`src/rtl/digit_scroll_scanner.sv`:
```
// -----------------------------------------------------------------------------
// digit_scroll_scanner
//   Drives the row scan of an 8x8 LED matrix from a message of up to 8 digits
//   and scrolls that message vertically, one pixel line per scroll step.
//   On each scan tick the glyph ROM address for the current row is registered.
//   On the following edge the combinational ROM data is captured into the
//   column byte, together with the matching one-hot row select.
//
//   The tape is 8 blank lines followed by one 8-line glyph per message digit:
//   T = 8*(len+1) lines. Row cnt of a frame shows tape line (pos+cnt) mod T.
//
// Ports
//   clk          system clock
//   rst          asynchronous reset, active-high
//   i_wr_en      write i_wr_data into message slot i_wr_addr
//   i_wr_addr    message slot 0..7 (slot 0 is shown first)
//   i_wr_data    digit code 0..9, 10..15 = blank
//   i_len_we     load message length from i_len_in (clamped to 1..8)
//   i_len_in     message length in digits
//   i_pause      freeze the scroll position; scanning continues
//   o_rom_addr   glyph ROM address (registered)
//   i_rom_data   glyph ROM row pattern, combinational from o_rom_addr
//   o_row        one-hot row select (registered)
//   o_column     column pattern for the active row (registered)
//   o_wrap       one-cycle pulse when the scroll position wraps to 0
// -----------------------------------------------------------------------------
module digit_scroll_scanner #(
    parameter int SCAN_DIV    = 4096,  // clk cycles per row time, >= 2
    parameter int STEP_FRAMES = 128    // frames per scroll step, >= 1
) (
    input  logic       clk,
    input  logic       rst,
    input  logic       i_wr_en,
    input  logic [2:0] i_wr_addr,
    input  logic [3:0] i_wr_data,
    input  logic       i_len_we,
    input  logic [3:0] i_len_in,
    input  logic       i_pause,
    output logic [6:0] o_rom_addr,
    input  logic [7:0] i_rom_data,
    output logic [7:0] o_row,
    output logic [7:0] o_column,
    output logic       o_wrap
);

    localparam int PW = (SCAN_DIV > 1) ? $clog2(SCAN_DIV) : 1;
    localparam int FW = (STEP_FRAMES > 1) ? $clog2(STEP_FRAMES) : 1;
    localparam logic [PW-1:0] PRE_LAST = PW'(SCAN_DIV - 1);
    localparam logic [FW-1:0] FRM_LAST = FW'(STEP_FRAMES - 1);

    logic [PW-1:0]   r_pre;
    logic            r_tick_d;
    logic [2:0]      r_cnt;
    logic [FW-1:0]   r_frm;
    logic [6:0]      r_pos;
    logic [3:0]      r_len;
    logic [7:0][3:0] r_buf;
    logic [6:0]      r_rom_addr;
    logic [7:0]      r_row;
    logic [7:0]      r_col;
    logic            r_wrap;

    logic            w_tick;
    logic [6:0]      w_tlen;
    logic [6:0]      w_line_raw;
    logic [6:0]      w_line;
    logic            w_pos_oob;
    logic [3:0]      w_glyph;
    logic [3:0]      w_glyph_m1;
    logic [3:0]      w_code;
    logic [3:0]      w_code_p1;
    logic [6:0]      w_addr_next;
    logic            w_frame_end;
    logic [3:0]      w_len_cl;

    assign w_tick = (r_pre == PRE_LAST);

    // Tape length: 8 blank lines plus 8 per digit (16..72).
    assign w_tlen = {r_len, 3'b000} + 7'd8;

    // pos < T and cnt < 8 <= T, so a single conditional subtract is the modulo.
    assign w_line_raw = r_pos + {4'b0000, r_cnt};
    assign w_line     = (w_line_raw >= w_tlen) ? (w_line_raw - w_tlen) : w_line_raw;

    // After a length shrink pos may sit beyond the new tape until the next
    // step boundary; everything reads blank in that window.
    assign w_pos_oob = (r_pos >= w_tlen);

    assign w_glyph    = w_line[6:3];
    assign w_glyph_m1 = w_glyph - 4'd1;
    assign w_code     = r_buf[w_glyph_m1[2:0]];
    assign w_code_p1  = w_code + 4'd1;

    // Blank glyph lives at ROM 0..7; digit d starts at 8 + 8*d.
    always_comb begin
        w_addr_next = {4'b0000, w_line[2:0]};
        if (!w_pos_oob && (w_glyph != 4'd0) && (w_code <= 4'd9))
            w_addr_next = {w_code_p1, w_line[2:0]};
    end

    // Frame boundary: the row-7 capture edge.
    assign w_frame_end = r_tick_d && (r_cnt == 3'd7);

    always_comb begin
        w_len_cl = i_len_in;
        if (i_len_in == 4'd0)
            w_len_cl = 4'd1;
        else if (i_len_in > 4'd8)
            w_len_cl = 4'd8;
    end

    always_ff @(posedge clk or posedge rst) begin
        if (rst) begin
            r_pre      <= '0;
            r_tick_d   <= 1'b0;
            r_cnt      <= 3'd0;
            r_frm      <= '0;
            r_pos      <= 7'd0;
            r_len      <= 4'd1;
            r_buf      <= '1;
            r_rom_addr <= 7'd0;
            r_row      <= 8'h00;
            r_col      <= 8'h00;
            r_wrap     <= 1'b0;
        end else begin
            r_pre    <= w_tick ? '0 : r_pre + 1'b1;
            r_tick_d <= w_tick;
            r_wrap   <= 1'b0;

            // Buffer reads happen on this edge too, so a same-cycle write to
            // the addressed slot still yields the old code for this row.
            if (w_tick)
                r_rom_addr <= w_addr_next;

            // Row and column updated together so they can never disagree.
            if (r_tick_d) begin
                r_row <= 8'h01 << r_cnt;
                r_col <= i_rom_data;
                r_cnt <= r_cnt + 3'd1;
            end

            // While paused the frame count sits at its last value, so the
            // step fires at the first frame end after release.
            if (w_frame_end) begin
                if (r_frm != FRM_LAST) begin
                    r_frm <= r_frm + 1'b1;
                end else if (!i_pause) begin
                    r_frm <= '0;
                    if (w_pos_oob) begin
                        r_pos <= 7'd0;
                    end else if (r_pos == w_tlen - 7'd1) begin
                        r_pos  <= 7'd0;
                        r_wrap <= 1'b1;
                    end else begin
                        r_pos <= r_pos + 7'd1;
                    end
                end
            end

            if (i_wr_en)
                r_buf[i_wr_addr] <= i_wr_data;

            if (i_len_we)
                r_len <= w_len_cl;
        end
    end

    assign o_rom_addr = r_rom_addr;
    assign o_row      = r_row;
    assign o_column   = r_col;
    assign o_wrap     = r_wrap;

endmodule

```
`config.mk`:
```
export PLATFORM = sky130hd
export DESIGN_NAME = digit_scroll_scanner
export DESIGN_NICKNAME = d
export VERILOG_FILES = /design/src/rtl/digit_scroll_scanner.sv
export SDC_FILE = /design/constraint.sdc
export NUM_CORES = 1
export LEC_CHECK = 0
export BUFFER_PORTS_ARGS = -buffer_cell sky130_fd_sc_hd__buf_4
export CAP_MARGIN = 0
export CORE_AREA = 5 5 122 124
export DETAILED_ROUTE_END_ITERATION = 10
export DIE_AREA = 0 0 127 129
export HOLD_SLACK_MARGIN = 0.12
export SYNTH_ARGS = -nofsm -noshare
export SYNTH_HDL_FRONTEND = slang
export SYNTH_SLANG_ARGS = --single-unit
```
`constraint.sdc`:
```
create_clock -name clk -period 6.85 [get_ports clk]
set_input_delay 0 -clock clk [delete_from_list [all_inputs] [get_ports clk]]
set_output_delay 0 -clock clk [all_outputs]
set_load 0.1 [all_outputs]
```
==> impl_metrics.toml <==
[pwr]
leakage_nw = 2.57
power_density_mw_per_mm2 = 227
peakVddDrop_v = 0.000167
total_power_mw = 1.30

[timing]
fin_skew_ns = 0.00781
max_freq_mhz = 183
finalCriticalPeriod_ns = 5.46
tightest_slew_ns = 0.936
hold_viol_final = 0
period_share_pct = 79.7
fin_ws_ns = 1.39
drv_slew = 0
slew_headroom_pct = 37.6
setup_viol = 0
rsz0062_at_grt = "false"
setup_tns_ns = 0
whs_ns = 0.164

[die]
core_sq_mm = 0.0137
initial_utilization_pct = 34.1
ios = 48
dieArea_sq_mm = 0.0164
die-width_microns = 127
rows = 43
fp.dieH_microns = 129

[critical_path]
cp_top_family = "adder cells"
slowest_stage = "ha_1"
crit_fanout = 9
critPathArrivalTime_ns = 5.74
cp.depth = 20
cp.buffers_inverters = 1
cp.required_ns = 7.13
r2r-end = "o_rom_addr[4]$_DFFE_PP0P_"
r2r_cells = 20
crit_chain = "ha_1 > fa_1 > a21oi_1 > nor2_1 > and3_1 > xor2_1 > ha_1 > nand4_1 > nor3_1 > a221o_2 > mux2i_4 > inv_1 > ha_1 > mux4_1 > mux2i_1 > ha_1 > nor2_1 > a2111oi_0 > a22o_1 > a22o_1"
crit_end = "o_rom_addr[4]$_DFFE_PP0P_"
setup.worst_path.end_class = "flop"
rrSetupSlack_ns = 1.39
r2r_start = "r_cnt[0]$_DFFE_PP0P_"
cpMostUsedCell = "ha_1"
critPathKind = "flop to flop"
critPathMaxStageDelay_ns = 0.51
crit_start = "r_cnt[0]$_DFFE_PP0P_"
startpoint_type = "flop"

[finish]
fin_area_sq_mm = 0.00571
final_nets = 516
nFillCells = 1323
final_cells = 648
layout-drive-gt1-share_pct = 31.2
syn_to_final_growth_pct = 22.6
multiInputGateArea_sq_mm = 0.00223
antenna_cells = 0
seqCellArea_sq_mm = 0.00229
final_util_pct = 41.8

[placed_design]
dpl_worst_slack_ns = 1.38
dp_cells = 611
portBuffers = 47
hpwl_microns = 7200
dpl_cell_area_sq_mm = 0.00522
gp_congestion = 0.801

[logic_synthesis]
yosysTopAreaCellShare_pct = 30.6
ys_ff_latch = 90
ys_types = 46
synthFlopType = "dfrtp_1"
synth_async_sr_flop_share_pct = 100
synth_nets = 443
syn-instance-count = 390
yosys-top-cells-area = "dfrtp_1 31%, dfstp_2 19%, mux2_2 10%, ha_1 7.3%, mux4_1 3.9%"
synth_area_per_cell_sq_um = 11.9
syn-cell-area_sq_mm = 0.00466
synth_warnings = 0
seq_area_frac_synth_pct = 49.2
synth_edf_count = 0
synth_top_area_cell = "dfrtp_1"

[route]
vias = 3180
drt_wl_total_microns = 9690
drt-pass1-iter-count = 4
drc = 0
final_antenna_net_count = 0
drtIter0Drc = 106
wl_per_cell_microns = 15.0
viasPerCell = 4.91

[global_route]
grt_pass1_vias = 3336
grt_max_degree = 63
grt_pass1_wl_microns = 16600
grt_antenna_before_repair = 0
track_usage_pct = 12.6
grt_overflow = 0

[cts]
postCtsSetupRepairBufs = 0
clk_latency_ns = 0.35
cts_root_buf = "clkbuf_16"
htreeDepth = 3
tritoncts = "built"
numCtsBuffers = 9
clk_pin_slew_ns = 0.07
clock_sinks = 90
clockBufferDepth = 2

[run]
maxCapViolations = 0

[run_status]
status = "finished clean"

[min_path]
min_path_type = "input pin to flop"
holdCritStartpoint = "i_wr_en"
[routing by layer]
metal	global-route usage, %	share of wire (%)	up-vias
li1	-	-	1536
met1	15.5	45	1586
met2	21.6	50	49
met3	3.94	3.8	9
met4	3.22	1.3	0
met5	0	0	-
[synthesized netlist by cell type, types with 3 or more instances]
master / n
o21ai_0: 22
nor2b_1: 4
clkbuf_1: 5
dfrtp_1: 57
xnor2_1: 17
a21o_1: 3
nand3b_1: 3
inv_1: 26
dfstp_2: 33
ha_1: 27
o31ai_1: 3
nand3_1: 18
nand2_1: 28
a21oi_1: 7
mux4_1: 7
mux2i_1: 6
nor2_1: 18
and2_1: 3
nand4_1: 4
nor3_1: 5
xor2_1: 10
a22o_1: 6
mux2_2: 43
nand4b_1: 3
and3_1: 4
[power breakdown]
group	internal, mW	switching [mW]
clock network	0.251	0.219
registers	0.606	0.0253
logic	0.107	0.0881
[placed cells by master (no fill, tap or decap), types with 4 or more instances in the layout]
master and instances:
nand3_1 18, nor2_1 18, nor3_1 5, a22o_1 6, xor2_1 10, o21ai_0 22
dfrtp_1 57, inv_6 4, inv_1 25, and3_1 4, nand2_1 28, buf_4 48
mux4_1 7, ha_1 27, dlygate4sd3_1 21, mux2_2 43, nand4_1 4, mux2i_1 6
nor2b_1 4, dfstp_2 33, clkbuf_16 9, a21oi_1 7, xnor2_1 17
[repair_timing]
item / in CTS / in global routing
hold buffers: 21 / 0
gates resized for setup: 0 / 0
endpoints found under the setup margin: 0 / 0
endpoints found under the hold margin: 77 / 0
[registers in the layout, indices dropped and copies added (netlist names)]
signal,count
r_pre,12
o_row,8
o_column,8
r_frm,7
r_tick_d,1
r_pos,7
o_wrap,1
r_buf,32
r_cnt,3
r_len,4
o_rom_addr,7
[cell type report]
| class | instances | share of cell area [%] |
|---|---|---|
| multi-input cells | 265 | 39.1 |
| flip-flops and latches | 90 | 40.1 |
| repair buffers | 69 | 9.99 |
| inverters | 28 | 1.86 |
| well taps | 180 | 3.94 |
| clock inverters | 7 | 1.01 |
| clock buffers | 9 | 3.94 |
[tightest hold or removal path, stage by stage]
cell and delay, ns:
buf_4 0.13, nand4_1 0.16, mux2_2 0.18
[cell families (layout without fill, tap and decap cells)]
| logic type | Yosys count | after routing | synth area share, % |
|---|---|---|---|
| AND/OR/NAND/NOR | 99 | 99 | 10.6 |
| buffers and inverters | 35 | 113 | 2.82 |
| flip-flops | 90 | 90 | 49.2 |
| adder cells (fa/ha/maj) | 29 | 29 | 8.11 |
| multiplexers | 58 | 58 | 16.6 |
| XOR/XNOR | 29 | 29 | 5.93 |
| AO/OA/AOI/OAI | 50 | 50 | 6.71 |
[worst min path at each step]
stage	cells after the start	endpoint
floorplan	1	r_len[0]$_DFFE_PP1P_
global placement	2	r_len[3]$_DFFE_PP0P_
detailed placement	2	r_len[3]$_DFFE_PP0P_
CTS	3	r_buf[11]$_DFFE_PP1P_
global route	3	r_buf[11]$_DFFE_PP1P_
finish	3	r_buf[29]$_DFFE_PP1P_
No activity file was read; power rests on OpenSTA's default activity.
